--- config.mk ---
export PLATFORM = sky130hd
export DESIGN_NAME = memory_access
export DESIGN_NICKNAME = d
export VERILOG_FILES = /design/src/rtl/memory_access.sv
export SDC_FILE = /design/constraint.sdc
export NUM_CORES = 1
export LEC_CHECK = 0
export ABC_AREA = 0
export ABC_CLOCK_PERIOD_IN_PS = 7300
export BUFFER_PORTS_ARGS = -buffer_cell sky130_fd_sc_hd__buf_2
export CORE_AREA = 2 2 195 197
export CTS_BUF_LIST = sky130_fd_sc_hd__clkbuf_16
export DETAILED_ROUTE_END_ITERATION = 8
export DIE_AREA = 0 0 197 199
export GPL_TIMING_DRIVEN = 0
export PLACE_DENSITY = 0.57
export SLEW_MARGIN = 0
export SYNTH_ARGS = -nofsm -noshare
export SYNTH_HDL_FRONTEND = slang
export SYNTH_SLANG_ARGS = --single-unit
export TNS_END_PERCENT = 30
--- constraint.sdc ---
create_clock -name clk -period 7.3 [get_ports clk]
set_clock_uncertainty 0.2 [all_clocks]
set_input_delay 0.365 -clock clk [delete_from_list [all_inputs] [get_ports clk]]
set_output_delay 0.365 -clock clk [all_outputs]
set_load 0.02 [all_outputs]
--- src/rtl/memory_access.sv ---
// memory_access: data-memory access stage between execute and writeback.
// Issues valid/ready bus transfers, aligns store data, extracts and extends
// load data, flags misaligned accesses and registers the result.
// Optional feature macro: MEM_ACCESS_FAULT_EN adds a mem_error input that
// reports bus faults as exceptions (cause 5 for loads, 7 for stores).
module memory_access #(
    parameter int XLEN = 32
) (
    input  logic            clk,
    input  logic            reset,
    input  logic [XLEN-1:0] pc_in,
    input  logic [XLEN-1:0] next_pc_in,
    input  logic [XLEN-1:0] csr_data_in,
    input  logic [XLEN-1:0] alu_data_in,
    input  logic [XLEN-1:0] rs2_data_in,
    input  logic            branch_taken_in,
    input  logic            load_in,
    input  logic            store_in,
    input  logic [1:0]      load_store_size_in,
    input  logic            load_signed_in,
    input  logic [1:0]      write_select_in,
    input  logic [5:0]      rd_addr_in,
    input  logic [11:0]     csr_addr_in,
    input  logic            mret_in,
    input  logic            wfi_in,
    input  logic            valid_in,
    input  logic            exception_in,
    input  logic [3:0]      ecause_in,
    input  logic            stall,
    input  logic            invalidate,
    output logic [4:0]      data_hazard,
    output logic            mem_busy,
    output logic            mem_req,
    output logic            mem_write,
    output logic [XLEN-1:0] mem_addr,
    output logic [XLEN-1:0] mem_wdata,
    output logic [3:0]      mem_wstrb,
    input  logic            mem_ready,
    input  logic [XLEN-1:0] mem_rdata,
`ifdef MEM_ACCESS_FAULT_EN
    input  logic            mem_error,
`endif
    output logic [XLEN-1:0] pc_out,
    output logic [XLEN-1:0] next_pc_out,
    output logic [XLEN-1:0] alu_data_out,
    output logic [XLEN-1:0] csr_data_out,
    output logic [XLEN-1:0] load_data_out,
    output logic            branch_taken_out,
    output logic            mret_out,
    output logic            wfi_out,
    output logic            valid_out,
    output logic            exception_out,
    output logic [1:0]      write_select_out,
    output logic [5:0]      rd_addr_out,
    output logic [11:0]     csr_addr_out,
    output logic [3:0]      ecause_out
);

    typedef enum logic [1:0] {IDLE, WAIT, HELD} state_t;

    state_t            state_q, state_d;
    logic              done_q, done_d;   // data captured after WAIT, stage not yet advanced
    logic              kill_q, kill_d;   // instruction invalidated while its transfer was in flight
    logic [XLEN-1:0]   rdata_q, rdata_d;
    logic              fault_now, fault_held;

`ifdef MEM_ACCESS_FAULT_EN
    logic              err_q, err_d;
    assign fault_now  = mem_error;
    assign fault_held = err_q;
`else
    assign fault_now  = 1'b0;
    assign fault_held = 1'b0;
`endif

    logic live, access, misaligned, idle_req, pending, killed, out_en;
    logic [XLEN-1:0] src_word, ext_data;
    logic [7:0]      sel_byte;
    logic [15:0]     sel_half;

    assign live       = valid_in && !exception_in && !invalidate;
    assign access     = live && (load_in || store_in);
    assign misaligned = (load_store_size_in == 2'b01 && alu_data_in[0]) ||
                        (load_store_size_in[1] && alu_data_in[1:0] != 2'b00);
    assign idle_req   = (state_q == IDLE) && !done_q && access && !misaligned;
    // Reset gates the request so an outstanding transfer drops at once.
    assign mem_req    = !reset && (idle_req || state_q == WAIT);
    assign mem_busy   = !reset && ((idle_req && !mem_ready) || state_q == WAIT);
    assign pending    = (state_q == HELD) || done_q;
    assign killed     = pending && (kill_q || invalidate);
    assign out_en     = !stall && !mem_busy;
    assign data_hazard = live ? rd_addr_in[4:0] : 5'd0;

    // Bus encoding: word-aligned address, replicated store lanes, byte strobes.
    always_comb begin
        mem_addr  = {alu_data_in[XLEN-1:2], 2'b00};
        mem_write = mem_req && store_in;
        case (load_store_size_in)
            2'b00:   mem_wdata = {4{rs2_data_in[7:0]}};
            2'b01:   mem_wdata = {2{rs2_data_in[15:0]}};
            default: mem_wdata = rs2_data_in;
        endcase
        mem_wstrb = 4'b0000;
        if (mem_req && store_in) begin
            case (load_store_size_in)
                2'b00:   mem_wstrb = 4'b0001 << alu_data_in[1:0];
                2'b01:   mem_wstrb = 4'b0011 << alu_data_in[1:0];
                default: mem_wstrb = 4'b1111;
            endcase
        end
    end

    // Load extraction from either the live bus word or the captured word.
    always_comb begin
        src_word = pending ? rdata_q : mem_rdata;
        case (alu_data_in[1:0])
            2'b00:   sel_byte = src_word[7:0];
            2'b01:   sel_byte = src_word[15:8];
            2'b10:   sel_byte = src_word[23:16];
            default: sel_byte = src_word[31:24];
        endcase
        sel_half = alu_data_in[1] ? src_word[31:16] : src_word[15:0];
        case (load_store_size_in)
            2'b00:   ext_data = {{24{load_signed_in & sel_byte[7]}}, sel_byte};
            2'b01:   ext_data = {{16{load_signed_in & sel_half[15]}}, sel_half};
            default: ext_data = src_word;
        endcase
    end

    // Next-state logic for the transfer FSM and captured data.
    always_comb begin
        state_d = state_q;
        done_d  = done_q;
        kill_d  = kill_q;
        rdata_d = rdata_q;
`ifdef MEM_ACCESS_FAULT_EN
        err_d   = err_q;
`endif
        case (state_q)
            IDLE: begin
                if (done_q) begin
                    kill_d = kill_q || invalidate;
                    if (!stall) begin
                        done_d = 1'b0;
                        kill_d = 1'b0;
                    end
                end else if (idle_req) begin
                    kill_d = 1'b0;
                    if (!mem_ready) begin
                        state_d = WAIT;
                    end else if (stall) begin
                        state_d = HELD;
                        rdata_d = mem_rdata;
`ifdef MEM_ACCESS_FAULT_EN
                        err_d   = mem_error;
`endif
                    end
                end
            end
            WAIT: begin
                kill_d = kill_q || invalidate;
                if (mem_ready) begin
                    rdata_d = mem_rdata;
`ifdef MEM_ACCESS_FAULT_EN
                    err_d   = mem_error;
`endif
                    if (stall) begin
                        state_d = HELD;
                    end else begin
                        state_d = IDLE;
                        done_d  = 1'b1;
                    end
                end
            end
            HELD: begin
                kill_d = kill_q || invalidate;
                if (!stall) begin
                    state_d = IDLE;
                    kill_d  = 1'b0;
                end
            end
            default: state_d = IDLE;
        endcase
    end

    // FSM and capture registers.
    always_ff @(posedge clk or posedge reset) begin
        if (reset) begin
            state_q <= IDLE;
            done_q  <= 1'b0;
            kill_q  <= 1'b0;
            rdata_q <= '0;
`ifdef MEM_ACCESS_FAULT_EN
            err_q   <= 1'b0;
`endif
        end else begin
            state_q <= state_d;
            done_q  <= done_d;
            kill_q  <= kill_d;
            rdata_q <= rdata_d;
`ifdef MEM_ACCESS_FAULT_EN
            err_q   <= err_d;
`endif
        end
    end

    // Result, exception and load value presented to writeback.
    logic            exc_d;
    logic [3:0]      ec_d;
    logic [XLEN-1:0] ld_d;
    always_comb begin
        exc_d = exception_in;
        ec_d  = ecause_in;
        ld_d  = '0;
        if (pending) begin
            if (killed) begin
                exc_d = 1'b0;
            end else if (fault_held) begin
                exc_d = 1'b1;
                ec_d  = store_in ? 4'd7 : 4'd5;
            end else if (load_in) begin
                ld_d  = ext_data;
            end
        end else if (access) begin
            if (misaligned) begin
                exc_d = 1'b1;
                ec_d  = store_in ? 4'd6 : 4'd4;
            end else if (fault_now) begin
                exc_d = 1'b1;
                ec_d  = store_in ? 4'd7 : 4'd5;
            end else if (load_in) begin
                ld_d  = ext_data;
            end
        end
    end

    logic [XLEN-1:0] pc_q, next_pc_q, alu_q, csr_data_q, ld_q;
    logic            bt_q, mret_q, wfi_q, valid_q, exc_q;
    logic [1:0]      ws_q;
    logic [5:0]      rd_q;
    logic [11:0]     csr_addr_q;
    logic [3:0]      ec_q;

    // Output register: advances only when neither stalled nor busy.
    always_ff @(posedge clk or posedge reset) begin
        if (reset) begin
            pc_q       <= '0;
            next_pc_q  <= '0;
            alu_q      <= '0;
            csr_data_q <= '0;
            ld_q       <= '0;
            bt_q       <= 1'b0;
            mret_q     <= 1'b0;
            wfi_q      <= 1'b0;
            valid_q    <= 1'b0;
            exc_q      <= 1'b0;
            ws_q       <= '0;
            rd_q       <= '0;
            csr_addr_q <= '0;
            ec_q       <= '0;
        end else if (out_en) begin
            if (valid_in) begin
                pc_q       <= pc_in;
                next_pc_q  <= next_pc_in;
                alu_q      <= alu_data_in;
                csr_data_q <= csr_data_in;
                ld_q       <= ld_d;
                bt_q       <= branch_taken_in;
                mret_q     <= mret_in;
                wfi_q      <= wfi_in;
                valid_q    <= 1'b1;
                exc_q      <= exc_d;
                ws_q       <= write_select_in;
                rd_q       <= rd_addr_in;
                csr_addr_q <= csr_addr_in;
                ec_q       <= ec_d;
            end else begin
                valid_q    <= 1'b0;
            end
        end
    end

    assign pc_out           = pc_q;
    assign next_pc_out      = next_pc_q;
    assign alu_data_out     = alu_q;
    assign csr_data_out     = csr_data_q;
    assign load_data_out    = ld_q;
    assign branch_taken_out = bt_q;
    assign mret_out         = mret_q;
    assign wfi_out          = wfi_q;
    assign valid_out        = valid_q;
    assign exception_out    = exc_q;
    assign write_select_out = ws_q;
    assign rd_addr_out      = rd_q;
    assign csr_addr_out     = csr_addr_q;
    assign ecause_out       = ec_q;

endmodule

==> results.md, run 1 <==
- Power density over the cells: 270.8 nW/um^2
- Non-filler cells, final: 2017
- H-tree levels: 1
- Rows: 71
- Cells after synthesis: 809
- Gpl congestion: 0.8833
- Crit Path Class: flip-flop to flip-flop
- Max stage delay on crit path: 0.70 ns
- Worst r2r src: state_q[0]
- Reg2Reg Capture Point: ecause_out[1]
- Die Area: 39200 um^2
- Initial antenna violation count: 4
- Worst slew pin tran: 0.8662 ns
- Cts bufs inserted: 26
- Synth-to-layout area growth: 56.42%
- Clock transition at the registers of the reported paths: 0.06 ns
- DRT antenna net count: 0
- FF-to-FF path depth: 10
- Nets: 1757
- RSZ-0062 raised after global routing: no
- Starting Density: 27.94%
- Largest net degree at the start of global routing: 119
- First-iteration detailed-routing DRC count: 390
- Hold/Removal Path Class: input port to flip-flop
- TritonRoute pass-1 iters: 4
- Layout cells sized above 1: 52.66%
- Hold path endpoint: state_q[1]
- Max-slew headroom: 41.72%
- Peak supply drop: 0.1632 mV
- Via/cell ratio: 4.604
- GRT overflow: 0
- Fmax: 298.1 MHz
- Hold path depth: 3
- Clock tree buffer depth: 3
- Later-pin clock latency in the skew report: 0.54 ns
- Hold path startpoint: mem_ready
- IO Count: 496
- Startpoint Class: flip-flop
- Most Frequent Cell on Critical Path: buf_6
- Syn Std Cell Area: 10370 um^2
- Root Driver: clkbuf_16
- Final Setup Violations: 0
- CP max stage cell: nor4_1
- Die Height: 199 um
- DR WL/cell: 18.35 um
- Crit path capture type: flip-flop
- Crit-path cells: inv_1 -> ha_1 -> buf_6 -> or2_1 -> buf_6 -> buf_2 -> nor4_1 -> mux2i_1 -> dlygate4sd3_1 -> o21ai_0
- Async set-or-reset flop fraction in the synthesized netlist: 100.0%
- Synth Flop Type: dfrtp_1
- Hold Vio Cnt, Final: 0
- Critical-path maximum fanout: 10
- Routed WL: 37010 um
- Most frequent cells in the layout: buf_2, dfrtp_1, mux2_2
- Number of port buffers: 492
- Final core area utilization: 43.70%
- Crit path time final: 3.354 ns
- Post-synth EDFFs: 0
- Worst R2R Setup Slack: 3.95 ns
- CP Data Required Time: 7.49 ns
- Tcrit/Tclk final: 45.95%
- Post-synth cell types: 50
- Ys Warns: 0
- Setup TNS: 0 ns
- Final HPWL DP: 27500 um
- Outcome: finished clean
- Vias in the first global route: 9522
- Static Leak: 7.955 nW
- Mean Syn Cell Area: 12.82 um^2
- Core area: 37130 um^2
- Arrival @ worst endpoint: 3.55 ns
- Sequential share of the synthesized area: 54.28%
- Die width: 197 um
- Pins over their slew limit: 0
- First-pass GRT wire length: 54430 um
- Most common library cell in the layout ignoring fill and taps: buf_2
- FILL cells: 3458
- FF+latch count, synth: 225
- Remaining DRCs: 0
- Via Count: 9287
- Placed insts: 1777
- MaxCap Viol Count: 0
- GRT Total Usage: 17.88%
- CTS tree: yes
- Clk sinks: 225
==> flip-flops by register name (all words and copies together), names as in the netlist <==
name,count
alu_data_out,32
branch_taken_out,1
csr_addr_out,12
csr_data_out,32
done_q,1
ecause_out,4
exception_out,1
kill_q,1
load_data_out,32
mret_out,1
next_pc_out,32
pc_out,32
rd_addr_out,6
rdata_q,32
state_q,2
valid_out,1
wfi_out,1
write_select_out,2
==> worst max path at each step <==
stage	from	endpoint	slack [ns]	depth (start not counted)
final	state_q[0]	ecause_out[1]	3.95	10
after global routing	invalidate	csr_data_out[0]	3.65	8
after CTS	invalidate	rd_addr_out[0]	3.81	8
after detailed placement	invalidate	csr_addr_out[9]	3.80	7
after global placement	reset	rd_addr_out[0]	-2.50	7
after floorplan	reset	alu_data_out[0]	0.55	1
==> per-stage QoR <==
step                total power, W  hold slack (ns)  setup WS, ns  area, um^2
finish                    0.004394          0.04149         3.946       16230
floorplan                 0.002534           0.2792        0.5528       10380
CTS                       0.004436          0.01537         3.815       16220
global placement          0.003019           0.2602        -2.504       13430
detailed placement        0.003042           0.2724         3.802       13470
global route              0.004626          0.06620         3.651       16230
==> synth_stat cells (2+ instances only) <==
| cell | n | area share (%) |
|---|---|---|
| a21oi_1 | 21 | 1.0 |
| a22o_1 | 9 | 0.76 |
| a22oi_1 | 3 | 0.22 |
| a311oi_1 | 6 | 0.51 |
| a31oi_1 | 10 | 0.60 |
| a32o_1 | 17 | 1.6 |
| and2_1 | 5 | 0.30 |
| and3_1 | 2 | 0.12 |
| buf_1 | 6 | 0.22 |
| buf_2 | 26 | 1.3 |
| buf_4 | 41 | 3.0 |
| buf_6 | 3 | 0.33 |
| clkbuf_1 | 19 | 0.69 |
| dfrtp_1 | 225 | 54 |
| ha_1 | 4 | 0.48 |
| inv_1 | 10 | 0.36 |
| mux2_2 | 200 | 22 |
| mux2i_1 | 28 | 2.7 |
| mux4_2 | 8 | 1.7 |
| nand2_1 | 74 | 2.7 |
| nand2b_1 | 4 | 0.24 |
| nand3_1 | 15 | 0.72 |
| nor2_1 | 9 | 0.33 |
| nor2b_1 | 3 | 0.18 |
| nor3b_1 | 2 | 0.14 |
| nor4_1 | 2 | 0.12 |
| nor4b_1 | 2 | 0.17 |
| o2111ai_1 | 2 | 0.17 |
| o211ai_1 | 2 | 0.14 |
| o21ai_0 | 22 | 1.1 |
| o21ai_1 | 2 | 0.096 |
| o21bai_1 | 2 | 0.14 |
| o311a_1 | 6 | 0.58 |
| or2_1 | 2 | 0.12 |
| or2_2 | 2 | 0.12 |
==> power by group <==
part | switching [W] | internal, W
clock network | 0.000522 | 0.000769
registers | 0.000127 | 0.00149
logic | 0.000835 | 0.000649
==> layer usage <==
| layer | part of all wire (%) | vias to the layer above | global-route usage, % |
|---|---|---|---|
| li1 | - | 4294 | - |
| met5 | 0.027 | - | 0 |
| met2 | 49 | 337 | 30.93 |
| met4 | 3.3 | 2 | 5.931 |
| met1 | 42 | 4585 | 22.13 |
| met3 | 6.3 | 69 | 3.934 |
==> layout make-up <==
type                       instances  area [um^2]  share of cell area [%]
sequential                       225         5630                   34.70
timing repair buffer             684         4402                   27.13
multi-input combinational        480         4144                   25.54
clock buffer                      27        675.6                   4.164
tap                              474        593.1                   3.655
buffer                            95        565.5                   3.485
clock inverter                    19        163.9                   1.010
inverter                          10        45.04                  0.2776
antenna                            3        7.507                 0.04626
==> cells by family (layout without fill, tap and decap cells) <==
kind of cell,Yosys count,in the layout,share of synthesized area (%)
muxes,236,236,26.15
DFF,225,225,54.28
and+or+nand+nor,128,128,5.669
AOI/OAI and AO/OA,110,110,7.575
buffers and inverters,105,835,5.814
adders and majority gates,4,4,0.4825
other,1,5,0.03615
==> worst max-delay path, delay by kind of cell (launching register included) <==
family          cells  cell delay (ns)
fa+ha+maj           1             0.21
mux                 1             0.25
flops               1             0.40
compound gates      1             0.06
simple gates        2             0.91
buf+inv             5             1.17
==> what timing repair did <==
item / CTS / global route
endpoints found under the setup margin: 0 / 0
endpoints found under the hold margin: 296 / 0
buffers inserted: 0 / 0
hold buffers: 191 / 0
gates resized for setup: 0 / 0
(Power assumes the default switching activity.)
==> inputs of run 2 (changes only) <==
- ABC_CLOCK_PERIOD_IN_PS: 7300 -> 3400
- clock period: 7.3 -> 3.4 ns (I/O delays scaled with it)
==> run 2 against run 1 <==
  * Power is 110% higher
  * Largest power group unchanged
  * Fmax grew 5.3%
  * Final cell count rose by 0.45%
  * Non-clock buffer count up 10
  * Via count up 0.16%
  * First-iteration DRC count decreased by 4.4%
  * Wire length fell by 1.5%
  * Sequential power rose by 110%
  * Global-route usage shrank 0.37 points
  * Combinational power up 120%
  * Sequential cell count did not move
  * Clock power increased by 95%
==> results.md, run 2 (synthesis results as in run 1) <==
- Outcome: finished clean
- Pins over their slew limit: 0 (unchanged)
- Die width: 197 um (unchanged)
- TritonRoute pass-1 iters: 5 (+1)
- CTS tree: yes
- DR WL/cell: 17.99 um (-2.0%)
- Arrival @ worst endpoint: 3.45 ns (-0.10 ns)
- Crit path time final: 3.186 ns (-0.1683 ns)
- Clock transition at the registers of the reported paths: 0.06 ns (about the same)
- Power density over the cells: 564.1 nW/um^2 (+110%)
- FILL cells: 3451 (-0.20%)
- Hold Vio Cnt, Final: 0 (unchanged)
- H-tree levels: 1 (unchanged)
- Crit-path cells: inv_1 -> ha_1 -> buf_6 -> nor4b_1 -> a32oi_1 -> nor3_1 -> buf_2 -> a32o_1
- Cts bufs inserted: 26 (unchanged)
- Fmax: 313.9 MHz (+5.3%)
- Initial antenna violation count: 3 (-1)
- Crit path capture type: flip-flop
- Static Leak: 7.992 nW (+0.45%)
- Combinational power share: 34.8% (+1.0 points)
- Clock tree buffer depth: 3 (unchanged)
- Int Pwr: 0.006038 W (+110%)
- Pre-CTS WS: 0.2370 ns (-3.565 ns)
- Critical-path maximum fanout: 10 (unchanged)
- Setup slack after layout: 0.2140 ns (-3.732 ns)
- Hold slack: 0.08921 ns (+0.04771 ns)
- DRT antenna net count: 0 (unchanged)
- Largest net degree at the start of global routing: 42 (-65%)
- Via Count: 9302 (+0.16%)
- Root Driver: clkbuf_16
- Max stage delay on crit path: 0.76 ns (+0.06 ns)
- Routed WL: 36450 um (-1.5%)
- Worst slew pin tran: 0.8687 ns (+0.002499 ns)
- Setup TNS: 0 ns (unchanged)
- Nets: 1767 (+0.57%)
- FF-to-FF path depth: 8 (-2)
- Switching Share: 34.32% (+0.56 points)
- Clk sinks: 225 (unchanged)
- DP Area: 13560 um^2 (+0.66%)
- Max-slew headroom: 42.08% (+0.37 points)
- Final Setup Violations: 0 (unchanged)
- CP max stage cell: nor3_1
- Die Height: 199 um (unchanged)
- First-iteration detailed-routing DRC count: 373 (-4.4%)
- Fin area: 16300 um^2 (+0.42%)
- Tcrit/Tclk final: 93.71% (+48 points)
- CP Data Required Time: 3.66 ns (-3.83 ns)
- Peak supply drop: 0.3603 mV (+120%)
- Hold path depth: 4 (+1)
- GRT overflow: 0 (unchanged)
- Most common library cell in the layout ignoring fill and taps: buf_2
- IO Count: 496 (unchanged)
- Postcts setup bufs: 0 (unchanged)
- Gpl congestion: 0.8543 (-3.3%)
- Final HPWL DP: 27010 um (-1.8%)
- Clock power share: 27.4% (-2.0 points)
- Sequential Power Share: 37.8% (+0.9 points)
- GRT Total Usage: 17.51% (-0.37 points)
- Layout cells sized above 1: 52.71% (about the same)
- RSZ-0062 raised after global routing: no
- Most frequent cells in the layout: buf_2, dfrtp_1, mux2_2
- Die Area: 39200 um^2 (unchanged)
- Vias in the first global route: 9468 (-0.57%)
- MaxCap Viol Count: 0 (unchanged)
- First-pass GRT wire length: 53500 um (-1.7%)
- Crit Path Class: flip-flop to flip-flop
- Later-pin clock latency in the skew report: 0.53 ns (about the same)
- Synth-to-layout area growth: 57.09%
- Net Sw Power: 0.003155 W (+110%)
- Via/cell ratio: 4.591 (-0.28%)
- Hold/Removal Path Class: input port to flip-flop
- Core area: 37130 um^2 (unchanged)
- Rows: 71 (unchanged)
- Number of port buffers: 492 (unchanged)
- Remaining DRCs: 0 (unchanged)
- Startpoint Class: flip-flop
- Starting Density: 27.94% (unchanged)
## run 2: what timing repair did
action                                  4_1_cts  5_1_grt
endpoints found under the setup margin        0      104
endpoints found under the hold margin       303        0
hold buffers                                196        0
resized for setup                             0        5
## run 2: critical path, delay by kind of cell, from the launching register on
family	cells	cell delay, ns
simple gates	2	1.12
compound gates	2	0.58
flops	1	0.40
fa+ha+maj	1	0.21
buf+inv	3	0.61
## run 2: layout make-up
cell class / instances / area, um^2 / share of cell area, %
Buffer: 95 / 569.3 / 3.494
Antenna cell: 2 / 5.005 / 0.03071
Sequential cell: 225 / 5630 / 34.55
Inverter: 10 / 41.29 / 0.2534
Timing Repair Buffer: 694 / 4544 / 27.89
Tap cell: 474 / 593.1 / 3.639
Clock buffer: 27 / 675.6 / 4.146
Clock inverter: 19 / 82.58 / 0.5068
Multi-Input combinational cell: 480 / 4154 / 25.49
## run 2: worst paths after layout
| kind | to | from | slack, ns |
|---|---|---|---|
| setup / recovery | load_data_out[15] | state_q[0] | 0.21 |
| hold / removal | load_data_out[13] | alu_data_in[1] | 0.09 |
| setup reg to reg | load_data_out[15] | state_q[0] | 0.21 |
| hold reg to reg | load_data_out[15] | load_data_out[15] | 0.29 |
| max in group asynchronous | alu_data_out[3] | reset | 1.42 |
| min in group asynchronous | alu_data_out[1] | reset | 0.51 |
## run 2: metal layers
layer	global-route usage (%)	vias up	share of wire (%)
met4	5.737	0	2.5
met5	0	-	0
met1	20.99	4560	40
met3	3.866	60	6.9
met2	31.12	363	50
li1	-	4319	-
## run 2: power by group through the flow
| stage | Combinational (W) | Clock [W] | Sequential (W) |
|---|---|---|---|
| after floorplan | 0.00148 | 0 | 0.00396 |
| after global placement | 0.00297 | 0 | 0.00350 |
| after detailed placement | 0.00301 | 0 | 0.00351 |
| after CTS | 0.00321 | 0.00262 | 0.00347 |
| after global routing | 0.00344 | 0.00271 | 0.00354 |
| final | 0.00320 | 0.00252 | 0.00348 |
## run 2: per-stage QoR
stage               utilization, %  instances  power, W
finish                       43.88       2026  0.009193
global route                 43.88       2026  0.009686
CTS                          43.83       2024  0.009289
detailed placement           36.51       1782  0.006525
global placement             36.19       1776  0.006465
floorplan                        -        810  0.005441
==> inputs of run 3 (changes only) <==
- CORE_AREA: 2 2 195 197 -> 2 2 192 194
- DIE_AREA: 0 0 197 199 -> 0 0 194 196
- PLACE_DENSITY: 0.57 -> 0.58
==> run 3 against run 2 <==
  * Worst hold slack better by 0.034 ns
  * Wire length up 1.6%
  * Utilization up 1.6 points
  * Count of clock-buffer cells in the layout down 1
  * Global-route usage up 1.3 points
  * Sequential cell count unchanged
  * Critical path depth unchanged
  * Non-clock buffer count down 2
  * Critical path type is now input port to flip-flop
==> results.md, run 3 (synthesis results as in run 1) <==
- Outcome: finished clean
- M1 GR Usage: 23.28% (+2.3 points)
- Vias in the first global route: 9662 (+2.0%)
- Hold Vio Cnt, Final: 0 (unchanged)
- Die Height: 196 um (-1.5%)
- DR WL/cell: 18.35 um (+2.0%)
- Clk sinks: 225 (unchanged)
- Hold/Removal Path Class: input port to asynchronous set/reset pin
- Cts bufs inserted: 26 (unchanged)
- RSZ-0062 raised after global routing: no
- FF-to-FF path depth: 8 (unchanged)
- Clock power share: 31.0% (+3.6 points)
- Number of port buffers: 492 (unchanged)
- Crit path time final: 3.164 ns (-0.02184 ns)
- Later-pin clock latency in the skew report: 0.55 ns (+0.02 ns)
- Initial antenna violation count: 0 (-3)
- Starting Density: 28.75% (+0.81 points)
- Most frequent cells in the layout: buf_2, dfrtp_1, mux2_2
- Tcrit/Tclk final: 93.06% (-0.64 points)
- Synth-to-layout area growth: 58.30%
- MaxCap Viol Count: 0 (unchanged)
- Switching Share: 33.41% (-0.91 points)
- Combinational power share: 33.0% (-1.8 points)
- Root Driver: clkbuf_16
- Gpl congestion: 0.8563 (+0.23%)
- Sequential Power Share: 36.0% (-1.8 points)
- Routed WL: 37020 um (+1.6%)
- Worst slew pin tran: 0.8487 ns (-0.02001 ns)
- Core area: 36080 um^2 (-2.8%)
- Peak supply drop: 0.4997 mV (+39%)
- Startpoint Class: input port
- Met2 global-route usage: 32.63% (+1.5 points)
- Crit path capture type: flip-flop
- Power density over the cells: 590.7 nW/um^2 (+4.7%)
- Grt peak-use layer: met2
- CTS tree: yes
- Nets: 1765 (-0.11%)
- DRT antenna net count: 0 (unchanged)
- Clock tree buffer depth: 3 (unchanged)
- Net Sw Power: 0.003241 W (+2.7%)
- Layout cells sized above 1: 53.20% (+0.49 points)
- Via/cell ratio: 4.588 (about the same)
- Final Setup Violations: 0 (unchanged)
- Largest net degree at the start of global routing: 42 (unchanged)
- GRT Total Usage: 18.80% (+1.3 points)
- Reg2Reg Capture Point: load_data_out[17]
- First-pass GRT wire length: 56660 um (+5.9%)
- Non-filler cells, final: 2017 (-0.44%)
- First-iteration detailed-routing DRC count: 392 (+5.1%)
- Fmax: 316.0 MHz (+0.69%)
- Int Pwr: 0.006459 W (+7.0%)
- Remaining DRCs: 0 (unchanged)
- Max-slew headroom: 43.42% (+1.3 points)
- GR Util met3: 3.679% (-0.19 points)
- Ant. Diodes: 0 (-2)
- TritonRoute pass-1 iters: 5 (unchanged)
- Arrival @ worst endpoint: 3.40 ns (-0.05 ns)
- Critical-path maximum fanout: 10 (unchanged)
- Pins over their slew limit: 0 (unchanged)
- Final HPWL DP: 27330 um (+1.2%)
- Most common library cell in the layout ignoring fill and taps: buf_2
- Hold slack: 0.1232 ns (+0.03395 ns)
- CP Data Required Time: 3.63 ns (-0.03 ns)
- Clock transition at the registers of the reported paths: 0.06 ns (about the same)
- H-tree levels: 1 (unchanged)
- Postcts setup bufs: 0 (unchanged)
- Via Count: 9254 (-0.52%)
- Placed insts: 1777 (-0.28%)
- GRT overflow: 0 (unchanged)
- Die width: 194 um (-1.5%)
- Worst r2r src: state_q[0]
- Die Area: 38020 um^2 (-3.0%)
- Rows: 70 (-1.4%)
- Worst R2R Setup Slack: 0.28 ns (+0.07 ns)
- Static Leak: 8.053 nW (+0.76%)
- IO Count: 496 (unchanged)
- Crit Path Class: input port to flip-flop
run 3: layout make-up:
cell class                 count  area [um^2]
clock buffer                  26        650.6
clock inverter                21        264.0
inverter                      10        41.29
timing repair buffer         692         4534
buffer                        95        565.5
multi-input combinational    480         4150
sequential                   225         5630
tap                          468        585.6
fill                        3324        19660
run 3: power by group through the flow:
stage          combinational [W]  sequential, W  clock, W
4_1_cts                  0.00321        0.00348   0.00309
2_1_floorplan            0.00148        0.00396         0
5_1_grt                  0.00343        0.00356   0.00320
3_3_place_gp             0.00297        0.00350         0
6_report                 0.00320        0.00349   0.00301
3_5_place_dp             0.00302        0.00352         0
run 3: how the worst max path moves through the flow:
stage | startpoint | endpoint | cells after the start
after CTS | state_q[0] | ecause_out[1] | 10
final | invalidate | pc_out[28] | 8
after detailed placement | invalidate | pc_out[17] | 7
after global placement | reset | load_data_out[15] | 7
after global routing | invalidate | rd_addr_out[4] | 8
after floorplan | reset | load_data_out[17] | 6
run 3: worst max-delay path, stage by stage:
cell	delay, ns
dlygate4sd3_1	0.55
buf_2	0.16
nor3b_2	0.52
nand4_1	0.34
o21bai_1	0.56
buf_2	0.36
buf_2	0.34
mux2_2	0.39
run 3: metrics by stage:
step,util [%],worst slack (ns),instance area [um^2],TNS (ns),total power [W]
6_report,45.51,0.2358,16420,0,0.009701
5_1_grt,45.51,0.01154,16420,0,0.01019
4_1_cts,45.49,0.1019,16420,0,0.009771
3_5_place_dp,37.60,0.1926,13570,0,0.006544
3_3_place_gp,37.22,-3.991,13430,-1026.29,0.006476
2_1_floorplan,-,-1.585,10380,-273.37,0.005441
run 3: what timing repair did:
action,in CTS,in global routing
hold buffers,193,0
endpoints found under the hold margin,397,0
gates resized for setup,0,1
endpoints found under the setup margin,0,1
run 3: per-layer routing:
metal  wire [um]  vias up  share of wire (%)
met1       15060     4542                 41
met2       18430      332                 50
li1            -     4309                  -
met3        2311       71                6.2
met4        1218        0                3.3
met5           0        -                  0
